`config.mk`:
```
export PLATFORM = sky130hd
export DESIGN_NAME = cr_mux_sel_arb
export DESIGN_NICKNAME = d
export VERILOG_FILES = /design/src/rtl/cr_mux_sel_arb_pkg.sv /design/src/rtl/cr_rr_pick.sv /design/src/rtl/cr_mux_sel_arb.sv
export SDC_FILE = /design/constraint.sdc
export NUM_CORES = 1
export LEC_CHECK = 0
export CORE_AREA = 2 2 137 72
export CTS_CLUSTER_SIZE = 25
export DETAILED_ROUTE_END_ITERATION = 8
export DIE_AREA = 0 0 139 74
export PLACE_DENSITY_LB_ADDON = 0.3
export SKIP_CTS_REPAIR_TIMING = 1
export SLEW_MARGIN = 5
export SYNTH_ARGS = -nofsm -noshare
export SYNTH_HDL_FRONTEND = slang
export SYNTH_HIERARCHICAL = 1
export SYNTH_SLANG_ARGS = --single-unit
```
`constraint.sdc`:
```
create_clock -name clk -period 3.7 [get_ports clk]
set_clock_uncertainty 0.05 [all_clocks]
set_input_delay 0.37 -clock clk [delete_from_list [all_inputs] [get_ports clk]]
set_output_delay 0.37 -clock clk [all_outputs]
set_load 0.02 [all_outputs]
```
`src/rtl/cr_mux_sel_arb_pkg.sv`:
```
// Shared types and helpers for the cr_mux_sel_arb packet-aware round-robin arbiter.
package cr_mux_sel_arb_pkg;

    typedef enum logic {
        IDLE   = 1'b0,
        LOCKED = 1'b1
    } arb_state_t;

    localparam int STALL_CNT_W = 16;

    // Round-robin pointer for the requestor after idx, wrapping back to 0 after n-1.
    function automatic int next_rr_ptr(input int idx, input int n);
        return (idx >= n - 1) ? 0 : idx + 1;
    endfunction

endpackage

```
`src/rtl/cr_rr_pick.sv`:
```
// Combinational rotate-priority picker: first set request at or after ptr, wrapping.
module cr_rr_pick #(
    parameter int N     = 4,
    parameter int IDX_W = $clog2(N)
) (
    input  logic [N-1:0]     req,
    input  logic [IDX_W-1:0] ptr,
    output logic [N-1:0]     pick,
    output logic [IDX_W-1:0] idx
);

    int               pos;
    logic [IDX_W-1:0] pos_idx;
    logic             found;

    always_comb begin
        pick    = '0;
        idx     = '0;
        found   = 1'b0;
        pos     = 0;
        pos_idx = '0;
        for (int k = 0; k < N; k++) begin
            pos = int'(ptr) + k;
            if (pos >= N) begin
                pos = pos - N;
            end
            pos_idx = IDX_W'(pos);
            if (!found && req[pos_idx]) begin
                found         = 1'b1;
                pick[pos_idx] = 1'b1;
                idx           = pos_idx;
            end
        end
    end

endmodule

```
`src/rtl/cr_mux_sel_arb.sv`:
```
// Packet-aware round-robin arbiter with registered output beat and one-hot mux grant legs.
// Optional stall counter port enabled by defining CR_MUX_SEL_ARB_STALL_CNT_EN.
module cr_mux_sel_arb
    import cr_mux_sel_arb_pkg::*;
#(
    parameter int N_REQ  = 4,
    parameter int DATA_W = 32,
    parameter int SRC_W  = $clog2(N_REQ)
) (
    input  logic                    clk,
    input  logic                    rst,
    input  logic [N_REQ-1:0]        req_valid,
    input  logic [N_REQ-1:0]        req_eop,
    input  logic [N_REQ*DATA_W-1:0] req_data,
    output logic [N_REQ-1:0]        req_ready,
    output logic [N_REQ-1:0]        grant,
    output logic                    out_valid,
    output logic                    out_eop,
    output logic [DATA_W-1:0]       out_data,
    output logic [SRC_W-1:0]        out_src,
`ifdef CR_MUX_SEL_ARB_STALL_CNT_EN
    input  logic                    out_ready,
    output logic [STALL_CNT_W-1:0]  stall_cnt
`else
    input  logic                    out_ready
`endif
);

    arb_state_t        state;
    logic [SRC_W-1:0]  rr_ptr;
    logic [SRC_W-1:0]  lock_src;
    logic [SRC_W-1:0]  pick_idx;
    logic [SRC_W-1:0]  sel_idx;
    logic [N_REQ-1:0]  pick_onehot;
    logic [DATA_W-1:0] sel_data;
    logic              sel_eop;
    logic              slot_free;
    logic              transfer;

    cr_rr_pick #(
        .N     (N_REQ),
        .IDX_W (SRC_W)
    ) u_pick (
        .req  (req_valid),
        .ptr  (rr_ptr),
        .pick (pick_onehot),
        .idx  (pick_idx)
    );

    // While a packet is in flight only the locked source may drive the mux legs.
    always_comb begin
        grant   = '0;
        sel_idx = pick_idx;
        if (state == LOCKED) begin
            sel_idx         = lock_src;
            grant[lock_src] = req_valid[lock_src];
        end else begin
            grant = pick_onehot;
        end
    end

    always_comb begin
        sel_data = '0;
        for (int i = 0; i < N_REQ; i++) begin
            if (sel_idx == SRC_W'(i)) begin
                sel_data = req_data[i*DATA_W +: DATA_W];
            end
        end
    end

    assign sel_eop   = req_eop[sel_idx];
    assign slot_free = !out_valid || out_ready;
    assign req_ready = {N_REQ{slot_free}} & grant;
    assign transfer  = slot_free && (|grant);

    always_ff @(posedge clk) begin
        if (rst) begin
            out_valid <= 1'b0;
            out_eop   <= 1'b0;
            out_data  <= '0;
            out_src   <= '0;
            rr_ptr    <= '0;
            lock_src  <= '0;
            state     <= IDLE;
        end else if (transfer) begin
            out_valid <= 1'b1;
            out_eop   <= sel_eop;
            out_data  <= sel_data;
            out_src   <= sel_idx;
            if (state == IDLE) begin
                if (sel_eop) begin
                    rr_ptr <= SRC_W'(next_rr_ptr(int'(pick_idx), N_REQ));
                end else begin
                    state    <= LOCKED;
                    lock_src <= pick_idx;
                end
            end else if (sel_eop) begin
                state  <= IDLE;
                rr_ptr <= SRC_W'(next_rr_ptr(int'(lock_src), N_REQ));
            end
        end else if (slot_free) begin
            out_valid <= 1'b0;
        end
    end

`ifdef CR_MUX_SEL_ARB_STALL_CNT_EN
    always_ff @(posedge clk) begin
        if (rst) begin
            stall_cnt <= '0;
        end else if (out_valid && !out_ready && (stall_cnt != '1)) begin
            stall_cnt <= stall_cnt + 1'b1;
        end
    end
`endif

endmodule

```
; Word level (Yosys, flattened, before mapping)
; Cells that the tools add are included.
[op_classes]
n_mux = 51
n_eq_ne = 3
n_div = 0
n_reduce_logical = 19
n_lt_le_gt_ge = 17
bitwise_logic = 7
n_addsub = 9
shift = 0
multipliers = 0
[ops]
columns = cell, n
row1 = 2-to-1 mux 32 bit, 4
row2 = 2-to-1 mux 2 bit, 14
row3 = 2-to-1 mux 4 bit, 5
row4 = less-than comparator 2 x 3 -> 1 bit (second input constant), 6
row5 = 2-to-1 mux 1 bit, 17
row6 = binary-select mux 1 bit (select 2 bit), 6
row7 = OR 4 bit, 3
row8 = demux 1 bit (select 2 bit), 5
row9 = >= comparator 2 x 1 -> 1 bit (second input constant), 5
row10 = >= comparator 3 bit (second input constant), 3
row11 = logical AND 1 bit, 9
row12 = bitwise AND 4 bit, 2
row13 = subtractor 2 x 1 -> 2 bit (second input constant), 4
row14 = adder 2 x 2 -> 3 bit (second input constant), 2
row15 = adder 2 x 1 -> 2 bit (second input constant), 2
row16 = equality test 2 bit (second input constant), 2
row17 = >= comparator 2 bit (second input constant), 2
row18 = logical NOT 1 bit, 4
row19 = OR reduction 4 bit, 1
row20 = adder 2 x 1 -> 3 bit (second input constant), 1
row21 = >= comparator 2 x 3 -> 1 bit (second input constant), 1
row22 = AND reduction 3 bit, 1
row23 = equality test 2 x 1 -> 1 bit (second input constant), 1
row24 = logical NOT 2 bit, 1
row25 = 4 further kinds, 5
[totals]
reg_bits = 41
latchBits = 0
word_cells = 113
memories = 0
ram_bits = 0
output_inout_bits = 44
romBits = 0

; Depth between registers and ports, before layout
; Gate-level depths: netlist of run 1.
[depth]
ltp_word = 20
ltp_mapped = 14

; Hierarchy
; The synthesis of run 1 kept the hierarchy.
[modules_own_cells]
columns = mod, instances, seq_area_each_um2, cells_per_inst, area_each_um2
row1 = cr_mux_sel_arb, 1, 820.8, 258, 2631.3
row2 = cr_rr_pick, 1, 0.0, 65, 489.2

; Worst setup path before layout of run 1
; Ideal clock, no wire load.
[synth_timing]
path_kind = reg-to-reg
start = register rr_ptr[0]
end = register out_data[10]
slack_ns = 0.182
arrival_time_ns = 3.336
required_ns = 3.518
setup_time_ns = 0.132
stages_incl_launch_ff = 15
path_cell_list = dfxtp_1 > buf_6 > buf_2 > inv_1 > ha_1 > mux4_2 > nand2_1 > o21ai_0 > a221o_2 > nor4_1 > o2bb2ai_1 > buf_2 > buf_1 > nand3_1 > a21oi_1
[synth_via]
elab_cells_between_ends = 75
cone_classes = add/sub: 7 / order compare: 12 / eq/ne: 3 / mux: 37 / bitwise: 3 / reduce/logical: 13
[synth_lines]
columns = item, line_no
row1 = from (decl), cr_mux_sel_arb.sv:30  ; logic [SRC_W-1:0] rr_ptr;
row2 = from (signal assigned), cr_mux_sel_arb.sv:92  ; rr_ptr <= SRC_W'(next_rr_ptr(int'(pick_idx), N_REQ));
row3 = from (signal assigned), cr_mux_sel_arb.sv:99  ; rr_ptr <= SRC_W'(next_rr_ptr(int'(lock_src), N_REQ));
row4 = "parallel branches: the longest is 13 deep, another holds adder 2 x 1 -> 3 bit", -
row5 = 2-to-1 mux 4 bit (*), cr_rr_pick.sv:28  ; if (!found && req[pos_idx]) begin
row6 = named net pick_onehot[2], cr_mux_sel_arb.sv:34  ; logic [N_REQ-1:0] pick_onehot;
row7 = 2-to-1 mux 4 bit (*), cr_mux_sel_arb.sv:54  ; if (state == LOCKED) begin
row8 = OR reduction 4 bit (*), cr_mux_sel_arb.sv:74  ; assign transfer = slot_free && (|grant);
row9 = logical AND 1 bit (*), cr_mux_sel_arb.sv:74
row10 = to (signal assigned), cr_mux_sel_arb.sv:88  ; out_data <= sel_data;
row11 = to (decl), cr_mux_sel_arb.sv:19  ; output logic [DATA_W-1:0] out_data,
; Mark *: on every way through the listed nets, which the timed path passes. The select of a mux whose other input is x is not followed.
; A chain may end at the register's enable or synchronous reset.

; Worst setup path after layout of run 1
[layout_timing]
start = register rr_ptr[0]
end = output port req_ready[2]
[layout_via]
elab_chain_cells = 16
elab_cells_between_ends = 61
cone_classes = add/sub: 7 / order compare: 12 / mux: 28 / bitwise: 4 / reduce/logical: 10
[layout_rtl]
columns = item, line_no
row1 = "parallel branches: the longest is 13 deep, another holds adder 2 x 1 -> 3 bit", -
row2 = 2-to-1 mux 4 bit (*), cr_rr_pick.sv:28
row3 = named net pick_onehot[2], cr_mux_sel_arb.sv:34
row4 = 2-to-1 mux 4 bit (*), cr_mux_sel_arb.sv:54
row5 = bitwise AND 4 bit (*), cr_mux_sel_arb.sv:73  ; assign req_ready = {N_REQ{slot_free}} & grant;
row6 = to (decl), cr_mux_sel_arb.sv:15  ; output logic [N_REQ-1:0] req_ready,
; Marks and branches as above.

==> results of run 1 <==
[cell families (layout without fill, tap and decap cells)]
group / count (synthesis) / count (layout) / share of synthesized area
simple gates: 77 / 77 / 0.138
compound gates: 105 / 105 / 0.200
fa+ha+maj: 10 / 10 / 0.0401
flops: 41 / 41 / 0.263
mux: 44 / 44 / 0.291
buf+inv: 46 / 219 / 0.0674
[layer usage]
layer  routed length [um]  GRT usage  vias up
met5                    0          0        -
met4                   63     0.0281        0
met3                 1000     0.0650        6
met2                 5040      0.331      153
met1                 4750      0.277     1578
li1                     -          -     1584
[power by group through the flow]
stage	Clock (uW)	Combinational [uW]	Sequential, uW
2_1_floorplan	0	2270	1030
3_3_place_gp	0	3780	814
3_5_place_dp	0	3840	824
4_1_cts	433	3850	815
5_1_grt	456	4130	843
6_report	421	3810	816
[per-stage QoR]
| stage | worst slack [ps] | util |
|---|---|---|
| 3_3_place_gp | 246 | 0.562 |
| 2_1_floorplan | 182 | - |
| 6_report | 197 | 0.578 |
| 3_5_place_dp | 130 | 0.562 |
| 4_1_cts | 144 | 0.577 |
| 5_1_grt | 10.4 | 0.578 |
[placed cells by master (no fill, tap or decap), drive strengths merged, types with 3 or more instances in the layout]
cell type	instances
nor2	4
buf	20
a221o	4
nand2b	3
nand2	14
a31oi	4
a211oi	3
ha	10
clkbuf	5
dfxtp	41
mux2i	5
mux4	37
a21oi	37
and2	4
inv	10
o21ai	45
clkdlybuf4s50	181
nor3	3
nand3	37
[final cells by class]
class / instances / area share
clock buffers: 5 / 0.0237
clock inverters: 3 / 0.00332
inverters: 10 / 0.00711
multi-input cells: 236 / 0.403
flip-flops and latches: 41 / 0.156
well taps: 121 / 0.0287
repair buffers: 201 / 0.378
[how the worst max path moves through the flow]
stage | to | start | cells after the start | slack [ps]
after floorplan | out_data[10]$_SDFFE_PP0P_ | rr_ptr[0]$_SDFFE_PP0P_ | 14 | 180
final | req_ready[2] | rr_ptr[0]$_SDFFE_PP0P_ | 10 | 200
after CTS | req_ready[2] | rr_ptr[0]$_SDFFE_PP0P_ | 10 | 140
after global placement | out_data[29]$_SDFFE_PP0P_ | req_valid[1] | 11 | 250
after detailed placement | out_data[30]$_SDFFE_PP0P_ | req_valid[1] | 11 | 130
after global routing | req_ready[2] | rr_ptr[1]$_SDFFE_PP0P_ | 10 | 10
[registers in the layout, indices dropped and copies added (netlist names)]
signal and flops:
out_data 32, lock_src 2, out_src 2, rr_ptr 2, out_eop 1, out_valid 1
state 1
[worst reg2reg max path: cells and delay by family (launching register included)]
kind | cells | cell delay (ps)
muxes | 1 | 400
DFF | 1 | 320
and+or+nand+nor | 4 | 580
adders and majority gates | 1 | 400
AOI/OAI and AO/OA | 3 | 980
buffers and inverters | 3 | 530
==> metrics, run 1 <==
synthesis warning total=6; Post-synth EDFFs=0; Placed Instance Area=~5000 um2; status=finished, final reports clean; Worst Tran Pin Value=roughly 830 ps; clk_lat worst skew=280 ps; vias in the first global route=approximately 3100; Syn Inst Count=approximately 320; Non-Filler Instances=a little over 600; Post-DRT Antenna Nets=0; Clk pwr share=0.083; initial core utilization=0.342; CTS tree=built; min cycle time layout=3500 ps; GRT overflow=0; area of the multi-input gates=about 2100 um2; layout cell share with drive strength beyond 1=0.167; cell internal pwr=around 2800 uW; CP dominant cell by count=inv_1; hold depth=2; max-slew violation count=0; initial antenna violation count=0; worst reg2reg path startpoint=rr_ptr[0]$_SDFFE_PP0P_; port bufs=between 150 and 200; Pleak=between 0.0015 and 0.002 uW; r2r worst-path depth=12; leading area contributor after synthesis=mux4_2; Final Cell Area=between 5000 and 6000 um2; CORE AREA=~9100 um2; asr flop ratio synth=0; row count=25; critical path's top delay family=buffers and inverters; critical path cell sequence=inv_1, ha_2, mux4_2, or2_4, nor2b_4, a221o_2, inv_1, o21ai_0, and2_1, clkdlybuf4s50_1; Post-synth top flop=dfxtp_1; DR iter-0 viols=148; Filler Cell Count=between 700 and 800; Hold Crit Start=out_data[31]$_SDFFE_PP0P_; ant diodes=0; Switching Power=between 2000 and 2500 uW; crit path DAT=3080 ps; H-tree Lvls=2; total CTS buffers=5; worst endpoint required time=3280 ps; worst path bufs/invs=3; sequential area share after synthesis=0.263; worst r2r dst=out_data[26]$_SDFFE_PP0P_; gr usage total=0.203; setup TNS=0 ps; final hold violations=0; register area=821 um2; Avg Inst Size Synth=roughly 9.7 um2; die width=between 100 and 150 um; CTS root buf=clkbuf_16; Commonest cells post-synth=o21ai_0, dfxtp_1, a21oi_1, mux4_2, nand3_1; Hold Slack=between 400 and 500 ps; top cell type's share of synthesized area=0.267; Top Ports=around 180; max cap viols=0; Post-Synthesis Cell Area=between 3000 and 4000 um2; CP Capture Type=output pin; DRC viols=0; crit share post-route=0.947; global-route wire length before repair=16500 um; DR pass1 iterations=7; combinational power share=0.755; GPL Wtd Cong=a little over 0.8; syn nets=about 470; worst min-delay path category=reg2reg; critical path's largest stage delay=~600 ps; Max FO, Critical Path=6; Die H=about 74 um; total number of vias=about 3300; Flop pwr share=0.162; Worst Setup Start Kind=flip-flop; pwr dens=about 960 nW/um2; worst reg-to-reg setup slack=370 ps; switch share=0.440; Area growth syn-to-layout=69.1%; Final HPWL DP=between 8000 and 9000 um; Yosys cell types=46; max frequency=about 0.29 GHz; clock slew at reported path FFs=60 ps; CP Class=reg2out; die area=roughly 10000 um2; largest cells by area after synthesis=mux4_2, dfxtp_1, o21ai_0; post-DR vias/cell=5.38; count leader, synth=o21ai_0; Synth Register Bits=just over 40; Worst Hold Path EP=out_data[31]$_SDFFE_PP0P_; total wire length=10900 um; nets=~640; RSZ-0062 raised after global routing=false; Max Buffers Root-to-Sink=2; largest net degree at the start of global routing=39; relative slew slack=0.447; Routed WL per cell=~18 um; CP max-delay cell=clkdlybuf4s50_1; final setup vio count=0; Pwr Total=approximately 5000 uW; worst vdd ir=about 430 uV; Cells after DPL=609; clk sinks=approximately 40
(Power assumes the default switching activity.)
==> run 2, diff against run 1 <==
--- a/config.mk
+++ b/config.mk
@@ -9,6 +9,7 @@
 export CTS_CLUSTER_SIZE = 25
 export DETAILED_ROUTE_END_ITERATION = 8
 export DIE_AREA = 0 0 139 74
+export HOLD_SLACK_MARGIN = 0.15
 export PLACE_DENSITY_LB_ADDON = 0.3
 export SKIP_CTS_REPAIR_TIMING = 1
 export SLEW_MARGIN = 5
==> results of run 2 <==
No change in the layout: final DEF, timing and power equal those of run 1.
==> run 3, diff against run 2 <==
--- a/config.mk
+++ b/config.mk
@@ -12,7 +12,6 @@
 export HOLD_SLACK_MARGIN = 0.15
 export PLACE_DENSITY_LB_ADDON = 0.3
 export SKIP_CTS_REPAIR_TIMING = 1
-export SLEW_MARGIN = 5
 export SYNTH_ARGS = -nofsm -noshare
 export SYNTH_HDL_FRONTEND = slang
 export SYNTH_HIERARCHICAL = 1
==> results of run 3 <==
No change in the layout: final DEF, timing and power equal those of run 1.
